File: config.mk
export PLATFORM = sky130hd
export DESIGN_NAME = pair_triple_tester
export DESIGN_NICKNAME = d
export VERILOG_FILES = /design/src/rtl/pair_triple_tester.sv
export SDC_FILE = /design/constraint.sdc
export NUM_CORES = 1
export LEC_CHECK = 0
export BUFFER_PORTS_ARGS = -buffer_cell sky130_fd_sc_hd__buf_2
export CORE_ASPECT_RATIO = 0.5
export CORE_MARGIN = 3
export CORE_UTILIZATION = 27
export CTS_BUF_LIST = sky130_fd_sc_hd__clkbuf_4 sky130_fd_sc_hd__clkbuf_8
export DETAILED_ROUTE_END_ITERATION = 8
export GPL_ROUTABILITY_DRIVEN = 0
export PLACE_DENSITY = 0.53
export SLEW_MARGIN = 20
export SYNTH_ARGS = -nofsm -noshare
export SYNTH_HDL_FRONTEND = slang
export SYNTH_SLANG_ARGS = --single-unit
File: constraint.sdc
create_clock -name clk -period 1.7 [get_ports clk]
set_input_delay 0.17 -clock clk [delete_from_list [all_inputs] [get_ports clk]]
set_output_delay 0.17 -clock clk [all_outputs]
set_load 0.005 [all_outputs]
File: src/rtl/pair_triple_tester.sv
// Sweeps all 8 input vectors into a pair/triple (majority) detector and scores its response.
// Each vector is held SETTLE cycles and sampled on the last; results hold in DONE until the next start.
module pair_triple_tester #(
  parameter int unsigned SETTLE = 1
) (
  input  logic       clk,
  input  logic       rst,
  input  logic       start,
  input  logic       dut_out,
  output logic       dut_in0,
  output logic       dut_in1,
  output logic       dut_in2,
  output logic       busy,
  output logic       done,
  output logic       pass,
  output logic [3:0] err_count,
  output logic       fail_valid,
  output logic [2:0] first_fail
);

  typedef enum logic [1:0] {IDLE, DRIVE, DONE} state_t;

  localparam logic [3:0] WLAST = 4'(SETTLE - 1);

  state_t     state_q, state_d;
  logic [2:0] idx_q, idx_d;
  logic [3:0] wcnt_q, wcnt_d;
  logic [3:0] err_q, err_d;
  logic       fv_q, fv_d;
  logic [2:0] ff_q, ff_d;
  logic       expected;

  always_comb begin
    state_d  = state_q;
    idx_d    = idx_q;
    wcnt_d   = wcnt_q;
    err_d    = err_q;
    fv_d     = fv_q;
    ff_d     = ff_q;
    expected = (idx_q[0] & idx_q[1]) | (idx_q[0] & idx_q[2]) | (idx_q[1] & idx_q[2]);
    case (state_q)
      IDLE, DONE: begin
        if (start) begin
          state_d = DRIVE;
          idx_d   = 3'd0;
          wcnt_d  = 4'd0;
          err_d   = 4'd0;
          fv_d    = 1'b0;
          ff_d    = 3'd0;
        end
      end
      DRIVE: begin
        if (wcnt_q != WLAST) begin
          wcnt_d = wcnt_q + 4'd1;
        end else begin
          wcnt_d = 4'd0;
          // At most 8 samples per sweep, so the 4-bit count cannot wrap
          if (dut_out != expected) begin
            err_d = err_q + 4'd1;
            if (!fv_q) begin
              fv_d = 1'b1;
              ff_d = idx_q;
            end
          end
          if (idx_q == 3'd7) state_d = DONE;
          else               idx_d   = idx_q + 3'd1;
        end
      end
      default: state_d = IDLE;
    endcase
  end

  always_ff @(posedge clk) begin
    if (rst) begin
      state_q <= IDLE;
      idx_q   <= 3'd0;
      wcnt_q  <= 4'd0;
      err_q   <= 4'd0;
      fv_q    <= 1'b0;
      ff_q    <= 3'd0;
    end else begin
      state_q <= state_d;
      idx_q   <= idx_d;
      wcnt_q  <= wcnt_d;
      err_q   <= err_d;
      fv_q    <= fv_d;
      ff_q    <= ff_d;
    end
  end

  // Outputs decode registered state only, so no combinational path from start or dut_out
  assign busy       = (state_q == DRIVE);
  assign done       = (state_q == DONE);
  assign pass       = done && (err_q == 4'd0);
  assign dut_in0    = busy & idx_q[0];
  assign dut_in1    = busy & idx_q[1];
  assign dut_in2    = busy & idx_q[2];
  assign err_count  = err_q;
  assign fail_valid = fv_q;
  assign first_fail = ff_q;

endmodule

==> results of run 1 <==
[power breakdown]
| part | switching, uW | internal [uW] | total, uW |
|---|---|---|---|
| Clock | 140 | 182 | 322 |
| Combinational | 65.1 | 50.1 | 115 |
| Sequential | 9.66 | 406 | 416 |
[Yosys cell counts (3+ instances only)]
| cell | number | area, um^2 |
|---|---|---|
| dfxtp_1 | 17 | 340 |
| nand2b_1 | 9 | 56.3 |
| a21oi_1 | 8 | 40.0 |
| nor2_1 | 8 | 30.0 |
| ha_1 | 6 | 75.1 |
| inv_1 | 6 | 22.5 |
| o21ai_0 | 6 | 30.0 |
| and2_1 | 5 | 31.3 |
| nor3_1 | 4 | 20.0 |
| o22ai_1 | 4 | 25.0 |
| clkbuf_1 | 3 | 11.3 |
| o2bb2ai_1 | 3 | 26.3 |
[kinds of logic after synthesis]
logic type / after synthesis
compound gates: 30
mux: 1
xor+xnor: 1
fa+ha+maj: 6
simple gates: 42
buf+inv: 10
flops: 17
[worst reg2reg max path: stages, from the launching register on]
cell	delay, ps
dfxtp_1	320
ha_1	240
o21ai_1	250
o22ai_2	150
or4_1	510
o22ai_1	120
[repair_timing]
item / in CTS / in global routing
gates resized for setup: 0 / 4
endpoints found under the setup margin: 0 / 9
buffers inserted: 0 / 0
[metrics by stage]
stage	util, %	cells	worst slack (ps)
finish	37.0	172	42.6
global route	37.0	172	-38.8
CTS	36.6	172	23.3
detailed placement	35.0	168	56.1
global placement	35.0	168	109
floorplan	-	107	114
[worst max-delay path by stage]
| stage | endpoint | cells past startpoint |
|---|---|---|
| 6_report | err_count[3]$_SDFFE_PP0P_ | 5 |
| 5_1_grt | err_count[3]$_SDFFE_PP0P_ | 5 |
| 4_1_cts | err_count[3]$_SDFFE_PP0P_ | 5 |
| 3_5_place_dp | err_count[3]$_SDFFE_PP0P_ | 5 |
| 3_3_place_gp | err_count[3]$_SDFFE_PP0P_ | 5 |
| 2_1_floorplan | err_count[3]$_SDFFE_PP0P_ | 5 |
[cell type report]
type	instances	area share, %
clock buffers	4	4.21
inverters	7	2.37
multi-input cells	80	47.8
flip-flops and latches	17	29.4
well taps	40	4.32
repair buffers	24	11.9
[sequential cells by signal, summed over array words and instances, names as in the netlist]
name / flops
first_fail: 3
idx_q: 3
err_count: 4
wcnt_q: 4
state_q: 2
fail_valid: 1
[routing by layer]
layer | routed length, um | share of wire, %
met5 | 0 | 0
met4 | 23 | 1.1
met3 | 96 | 4.5
met2 | 964 | 46
met1 | 1030 | 49
==> impl_metrics.csv, run 1 <==
group,metric,value,unit
sta,fin_crit,1660,ps
synthesis,netlist_area,922,um^2
global_route,grt_pass1_wl,3310,um
global_route,grt_max_degree,22,
sta,hold_viol,0,
clock_tree,cts_made_buffers,3,
sta,worst_pin_slew,351,ps
layout,layout.nets,143,
placement,dp_hpwl,1510,um
floorplan,io_pins,18,
layout,fillerInstances,321,
floorplan,die_x,88.6,um
floorplan,die_area,0.00420,mm^2
synthesis,synth_fp_nets,117,
routing,avgRoutedWirePerCell,12.3,um
clock_tree,cts_root_buf,"clkbuf_8",
setup_path,start_kind,"flip-flop",
routing,drc,0,
setup_path,setup.worst_path.start,"idx_q[0]$_SDFFE_PP0P_",
clock_tree,ctsHoldBuffers,0,
setup_path,path_buf_inv,0,
power_and_ir_drop,power.total,853,uW
setup_path,slowest_stage,"or4_1",
floorplan,fp.coreArea,0.00314,mm^2
power_and_ir_drop,p_per_area,736,mW/mm^2
setup_path,worstRegToRegCells,5,
power_and_ir_drop,ir_worst_vdd,0.000199,V
layout,layout_commonest_cell,"buf_2",
global_route,grt_usage,10.5,%
synthesis,synth_compound_area_share,20.9,%
layout,postLayoutCellArea,0.00116,mm^2
setup_path,r2r_end,"err_count[3]$_SDFFE_PP0P_",
sta,period_share,97.5,%
placement,port_buffers,17,
global_route,met1_usage,14.3,%
sta,tns,0,ps
setup_path,path_cells,"ha_1, o21ai_1, o22ai_2, or4_1, o22ai_1",
synthesis,synth-edff-count,0,
global_route,antenna_found_initial,0,
setup_path,critPathMaxStageDelay,510,ps
hold_path,hp-class,"input port to flip-flop",
synthesis,synth-main-ff-cell,"dfxtp_1",
floorplan,rows,14,
sta,max_freq,0.603,GHz
layout,drive_gt1_share,28.0,%
setup_path,worst_ep_required_time,1880,ps
sta,whs,256,ps
clock_tree,clkSlewWorstSetupHoldPaths,70,ps
floorplan,initial_core_util,29.4,%
global_route,busiest_layer,"met2",
routing,ant_nets,0,
synthesis,synth_top_family_by_area,"simple AND/OR/NAND/NOR gates",
layout,areaGrowthSynthToFinish,25.8,%
sta,skew,3.44,ps
synthesis,muxShareOfSynthArea,1.09,%
routing,first_iter_violations,20,
layout,mostFrequentLayoutCells,"17 x buf_2, 16 x dfxtp_1, 9 x nand2b_1",
placement,placed_cell_area,0.00110,mm^2
synthesis,ys_seq_area_share,36.9,%
clock_tree,cts.sinks,17,
synthesis,netlist_instances,107,
hold_path,holdCritStartpoint,"start",
routing,num_vias,852,
power_and_ir_drop,p_leak,0.000486,uW
clock_tree,clockBufferDepth,2,
sta,relSlewSlack,76.6,%
layout,multi_input_area,554,um^2
floorplan,die_h,47.3,um
synthesis,ys_ff_latch,17,
global_route,grt_pass1_vias,690,
setup_path,path_delay_family,"compound AO/OA/AOI/OAI gates",
global_route,grt.overflow.total,0,
setup_path,r2r-start,"idx_q[0]$_SDFFE_PP0P_",
synthesis,synthAdderAreaFrac,8.14,%
synthesis,avgSynthCellArea,8.62,um^2
setup_path,path_max_fanout,5,
sta,report.final.slew_viol_count,0,
clock_tree,cts_tree,"done",
clock_tree,clkLatencyLatePin,250,ps
routing,first_pass_iters,4,
sta,finalSetupViolCount,0,
setup_path,crit_arrival,1840,ps
flow_run,max-cap-violations,0,
setup_path,cp-end-kind,"flip-flop",
setup_path,ff2ff_setup_slack,40,ps
synthesis,synthXorXnorAreaFrac,0.950,%
hold_path,min_to,"state_q[1]$_SDFFE_PP0P_",
layout,n_antenna_cell,0,
clock_tree,ctsHtreeMaxLevel,1,
global_route,grt_util_met3,3.68,%
setup_path,crit_type,"flip-flop to flip-flop",
routing,viasPerCell,4.95,
synthesis,yosys.area_share.simple,27.8,%
run_status,status,"finished, final reports clean",
synthesis,ys_warn_count,0,
global_route,grtUsageMet2,15.8,%
routing,wl,2110,um
synthesis,yosysUniqueCellTypes,35,
sta,rsz0062_at_grt,"yes",
synthesis,synthArstFlopShare,0,%
hold_path,hold_depth,4,
layout,seq_area,342,um^2
No activity file was read; power rests on OpenSTA's default activity.
==> run 2, diff against run 1 <==
--- a/config.mk
+++ b/config.mk
@@ -5,14 +5,14 @@
 export SDC_FILE = /design/constraint.sdc
 export NUM_CORES = 1
 export LEC_CHECK = 0
+export ABC_CLOCK_PERIOD_IN_PS = 1700
 export BUFFER_PORTS_ARGS = -buffer_cell sky130_fd_sc_hd__buf_2
-export CORE_ASPECT_RATIO = 0.5
 export CORE_MARGIN = 3
-export CORE_UTILIZATION = 27
+export CORE_UTILIZATION = 56
 export CTS_BUF_LIST = sky130_fd_sc_hd__clkbuf_4 sky130_fd_sc_hd__clkbuf_8
 export DETAILED_ROUTE_END_ITERATION = 8
 export GPL_ROUTABILITY_DRIVEN = 0
-export PLACE_DENSITY = 0.53
+export PLACE_DENSITY = 0.89
 export SLEW_MARGIN = 20
 export SYNTH_ARGS = -nofsm -noshare
 export SYNTH_HDL_FRONTEND = slang
==> run 2 against run 1 <==
  * Combinational power about the same
  * Clock power down 31%
  * Fmax down 0.82%
  * Critical endpoint unchanged
  * Largest power group unchanged
==> impl_metrics.csv, run 2 (same netlist as run 1, synthesis figures left out) <==
group,metric,value,unit
power_and_ir_drop,ir_worst_vdd,0.000546,V
global_route,grt_usage,22.0,%
layout,seq_area,340,um^2
clock_tree,ctsHtreeMaxLevel,1,
sta,max_freq,0.598,GHz
sta,whs,212,ps
power_and_ir_drop,p_int,540,uW
layout,multi_input_area,558,um^2
sta,skew,0.736,ps
global_route,grt_pass1_wl,3350,um
clock_tree,cts_made_buffers,3,
routing,drc,0,
sta,period_share,98.3,%
layout,fin_util,72.4,%
sta,fin_crit,1670,ps
setup_path,worst_ep_required_time,1930,ps
sta,hold_viol,0,
sta,relSlewSlack,75.2,%
power_and_ir_drop,power.total,748,uW
floorplan,io_pins,18,
layout,mostFrequentLayoutCells,"17 x dfxtp_1, 17 x buf_2, 9 x nand2b_1",
floorplan,die_area,0.00217,mm^2
floorplan,fp.coreArea,0.00152,mm^2
layout,fillerInstances,113,
sta,report.final.slew_viol_count,0,
global_route,grt_pass1_vias,784,
sta,worst_pin_slew,369,ps
setup_path,crit_type,"flip-flop to flip-flop",
layout,areaGrowthSynthToFinish,19.7,%
floorplan,initial_core_util,60.5,%
floorplan,rows,14,
routing,first_pass_iters,4,
placement,placed_cell_area,0.00106,mm^2
routing,avgRoutedWirePerCell,14.4,um
power_and_ir_drop,combinationalPowerShare,15.4,%
routing,num_vias,877,
layout,n_antenna_cell,0,
setup_path,cp-end-kind,"flip-flop",
power_and_ir_drop,seqPwrFrac,55.1,%
setup_path,start_kind,"flip-flop",
placement,port_buffers,17,
clock_tree,clockBufferDepth,2,
routing,viasPerCell,5.97,
routing,wl,2120,um
floorplan,die_h,46.6,um
floorplan,die_x,46.6,um
setup_path,path_max_fanout,5,
layout,drive_gt1_share,27.5,%
global_route,grt_max_degree,22,
clock_tree,clkSlewWorstSetupHoldPaths,100,ps
clock_tree,postCtsSetupBuffers,0,
setup_path,crit_arrival,1900,ps
clock_tree,cts_tree,"done",
power_and_ir_drop,p_sw_share,27.8,%
global_route,antenna_found_initial,0,
sta,tns,0,ps
power_and_ir_drop,p_per_area,678,mW/mm^2
clock_tree,cts_root_buf,"clkbuf_4",
sta,finalSetupViolCount,0,
global_route,grt.overflow.total,0,
routing,first_iter_violations,27,
power_and_ir_drop,pwr-share-clk,29.5,%
hold_path,hp-class,"input port to flip-flop",
routing,ant_nets,0,
clock_tree,ctsHoldBuffers,0,
flow_run,max-cap-violations,0,
clock_tree,clkLatencyLatePin,300,ps
power_and_ir_drop,p_leak,0.000473,uW
clock_tree,cts.sinks,17,
placement,dp_hpwl,1510,um
run_status,status,"finished, final reports clean",
power_and_ir_drop,p_switching,208,uW
layout,layout.nets,142,
sta,rsz0062_at_grt,"yes",
layout,postLayoutCellArea,0.00110,mm^2
## run 2: cell count changes in the layout (fill, tap and decap cells not counted), sizes merged
cell    before  now
buf         24   23
clkbuf       4    3
clkinv       1    2
## run 2: metal layers
metal	track usage [%]	vias up	part of all wire [%]
met5	0	-	0
met4	11.4	0	1.8
li1	-	435	-
met1	27.7	407	44
met3	6.25	5	7.1
met2	33.5	30	48
## run 2: power by group through the flow
| stage | Sequential [uW] | Clock (uW) | Combinational [uW] |
|---|---|---|---|
| floorplan | 424 | 0 | 68.0 |
| global placement | 421 | 0 | 106 |
| global route | 414 | 247 | 127 |
| CTS | 412 | 225 | 112 |
| detailed placement | 422 | 0 | 109 |
| finish | 412 | 221 | 115 |
## run 2: through the flow
step | instances | setup slack (ps)
2_1_floorplan | 107 | 114
3_3_place_gp | 143 | 122
3_5_place_dp | 143 | 19.7
4_1_cts | 147 | 2.64
5_1_grt | 147 | -67.4
6_report | 147 | 28.8
## run 2: worst paths after layout
check / end / cells after the start / from / slack (ps)
max: err_count[3]$_SDFFE_PP0P_ / 5 / idx_q[0]$_SDFFE_PP0P_ / 30
min: state_q[1]$_SDFFE_PP0P_ / 4 / start / 210
max reg2reg: err_count[3]$_SDFFE_PP0P_ / 5 / idx_q[0]$_SDFFE_PP0P_ / 30
min reg2reg: first_fail[1]$_SDFFE_PP0P_ / 2 / first_fail[1]$_SDFFE_PP0P_ / 480
## run 2: final cells by class
class	instances	share of cell area [%]
Tap cell	16	1.81
Clock inverter	1	0.454
Sequential cell	17	30.8
Multi-Input combinational cell	80	50.6
Timing Repair Buffer	23	11.8
Inverter	7	2.49
Clock buffer	3	2.04
## run 2: timing repair
action                                 in CTS  in global routing
endpoints found under the hold margin       0                  0
resized for setup                           1                  3
cloned                                      0                  0
setup endpoints to repair                   1                  6
## run 2: worst max-delay path: stages (launching register included)
cell and delay [ps]:
dfxtp_1 330, ha_1 250, nor3_2 220, o22ai_2 160, or4_1 520, o22ai_1 130
==> run 3, diff against run 2 <==
--- a/config.mk
+++ b/config.mk
@@ -12,7 +12,7 @@
 export CTS_BUF_LIST = sky130_fd_sc_hd__clkbuf_4 sky130_fd_sc_hd__clkbuf_8
 export DETAILED_ROUTE_END_ITERATION = 8
 export GPL_ROUTABILITY_DRIVEN = 0
-export PLACE_DENSITY = 0.89
+export PLACE_DENSITY = 0.86
 export SLEW_MARGIN = 20
 export SYNTH_ARGS = -nofsm -noshare
 export SYNTH_HDL_FRONTEND = slang
==> run 3 against run 2 <==
  * Clock skew increased by 1.6 ps
  * Core utilization increased by 2.9 points
  * Combinational power about the same
==> impl_metrics.csv, run 3 (same netlist as run 1, synthesis figures left out) <==
group,metric,value,unit
layout,layout.nets,145,
setup_path,crit_arrival,1870,ps
flow_run,max-cap-violations,0,
clock_tree,cts.sinks,17,
power_and_ir_drop,p_per_area,663,mW/mm^2
sta,hold_viol,0,
global_route,grt.overflow.total,0,
floorplan,initial_core_util,60.5,%
placement,placed_cell_area,0.00105,mm^2
setup_path,r2r_end,"err_count[0]$_SDFFE_PP0P_",
global_route,grt_pass1_wl,3570,um
routing,first_iter_violations,23,
routing,drc,0,
layout,mostFrequentLayoutCells,"17 x buf_2, 16 x dfxtp_1, 9 x nand2b_1, 9 x buf_4",
sta,skew,2.35,ps
clock_tree,cts_made_buffers,3,
sta,finalSetupViolCount,0,
floorplan,die_h,46.6,um
sta,relSlewSlack,76.1,%
setup_path,cp-end-kind,"flip-flop",
sta,report.final.slew_viol_count,0,
routing,avgRoutedWirePerCell,14.7,um
placement,port_buffers,17,
layout,n_antenna_cell,0,
layout,areaGrowthSynthToFinish,24.4,%
routing,num_vias,883,
layout,multi_input_area,576,um^2
sta,max_freq,0.609,GHz
setup_path,r2r-start,"idx_q[0]$_SDFFE_PP0P_",
clock_tree,clockBufferDepth,2,
hold_path,holdCritStartpoint,"start",
setup_path,start_kind,"flip-flop",
placement,pre_cts_ws,-127,ps
layout,drive_gt1_share,32.1,%
floorplan,die_area,0.00217,mm^2
global_route,grt_pass1_vias,806,
setup_path,path_max_fanout,4,
layout,postLayoutCellArea,0.00115,mm^2
power_and_ir_drop,ir_worst_vdd,0.000636,V
layout,seq_area,342,um^2
routing,ant_nets,0,
sta,fin_crit,1640,ps
floorplan,fp.coreArea,0.00152,mm^2
clock_tree,cts_root_buf,"clkbuf_4",
sta,layout_setup_ws,57.9,ps
floorplan,io_pins,18,
floorplan,die_x,46.6,um
global_route,grt_usage,22.8,%
clock_tree,clkSlewWorstSetupHoldPaths,90,ps
clock_tree,clkLatencyLatePin,290,ps
run_status,status,"finished, final reports clean",
routing,viasPerCell,5.89,
hold_path,hold_depth,4,
global_route,grt_max_degree,22,
clock_tree,cts_tree,"done",
sta,period_share,96.6,%
routing,first_pass_iters,4,
sta,worst_pin_slew,355,ps
placement,dp_hpwl,1620,um
global_route,antenna_found_initial,0,
setup_path,worstRegToRegCells,6,
power_and_ir_drop,p_leak,0.000490,uW
clock_tree,ctsHtreeMaxLevel,1,
routing,wl,2200,um
sta,rsz0062_at_grt,"yes",
floorplan,rows,14,
layout,layout_commonest_cell,"buf_2",
setup_path,ff2ff_setup_slack,60,ps
layout,fillerInstances,111,
hold_path,min_to,"state_q[1]$_SDFFE_PP0P_",
setup_path,crit_type,"flip-flop to flip-flop",
hold_path,hp-class,"input port to flip-flop",
setup_path,worst_ep_required_time,1920,ps
==> run 3: worst max-delay path, stage by stage (launching register included) <==
cell,delay (ps)
dfxtp_1,330
ha_2,230
o21ai_2,180
o22ai_2,140
buf_4,150
or3_1,390
o22ai_1,160
==> run 3: metal layers <==
metal,GRT usage [%],wire length (um)
met5,0,0
met4,2.27,10
met3,7.42,111
met2,39.0,1180
met1,28.4,897
==> run 3: worst max path at each step <==
stage / from / end / slack (ps)
4_1_cts: idx_q[0]$_SDFFE_PP0P_ / err_count[3]$_SDFFE_PP0P_ / 8
3_3_place_gp: idx_q[0]$_SDFFE_PP0P_ / err_count[3]$_SDFFE_PP0P_ / 110
2_1_floorplan: idx_q[0]$_SDFFE_PP0P_ / err_count[3]$_SDFFE_PP0P_ / 110
6_report: idx_q[0]$_SDFFE_PP0P_ / err_count[0]$_SDFFE_PP0P_ / 60
3_5_place_dp: idx_q[0]$_SDFFE_PP0P_ / err_count[3]$_SDFFE_PP0P_ / -130
5_1_grt: wcnt_q[1]$_SDFFE_PP0P_ / idx_q[0]$_SDFFE_PP0P_ / -20
==> run 3: layout make-up <==
type	count	share of cell area (%)
Sequential cell	17	29.8
Inverter	7	2.40
Clock buffer	4	2.62
Timing Repair Buffer	26	13.3
Tap cell	16	1.74
Multi-Input combinational cell	80	50.2
==> run 3: repair_timing <==
action                                  CTS  global route
resized for setup                         4             5
hold buffers                              0             0
endpoints found under the setup margin    2             5
buffers inserted                          1             3
pin swaps                                 0             2
==> run 3: through the flow <==
step	hold WS [ps]	power (uW)	util, %	TNS (ps)	cells
finish	213	760	75.3	0	150
global route	249	807	75.3	-25.7	150
CTS	206	761	72.6	0	147
detailed placement	472	530	69.1	-131	142
global placement	450	525	69.1	0	142
floorplan	368	492	-	0	107
==> run 3: power breakdown <==
group	internal (uW)	switching (uW)	total, uW
Clock	107	121	228
Combinational	49.0	67.5	116
Sequential	406	9.90	416
Total	562	198	760
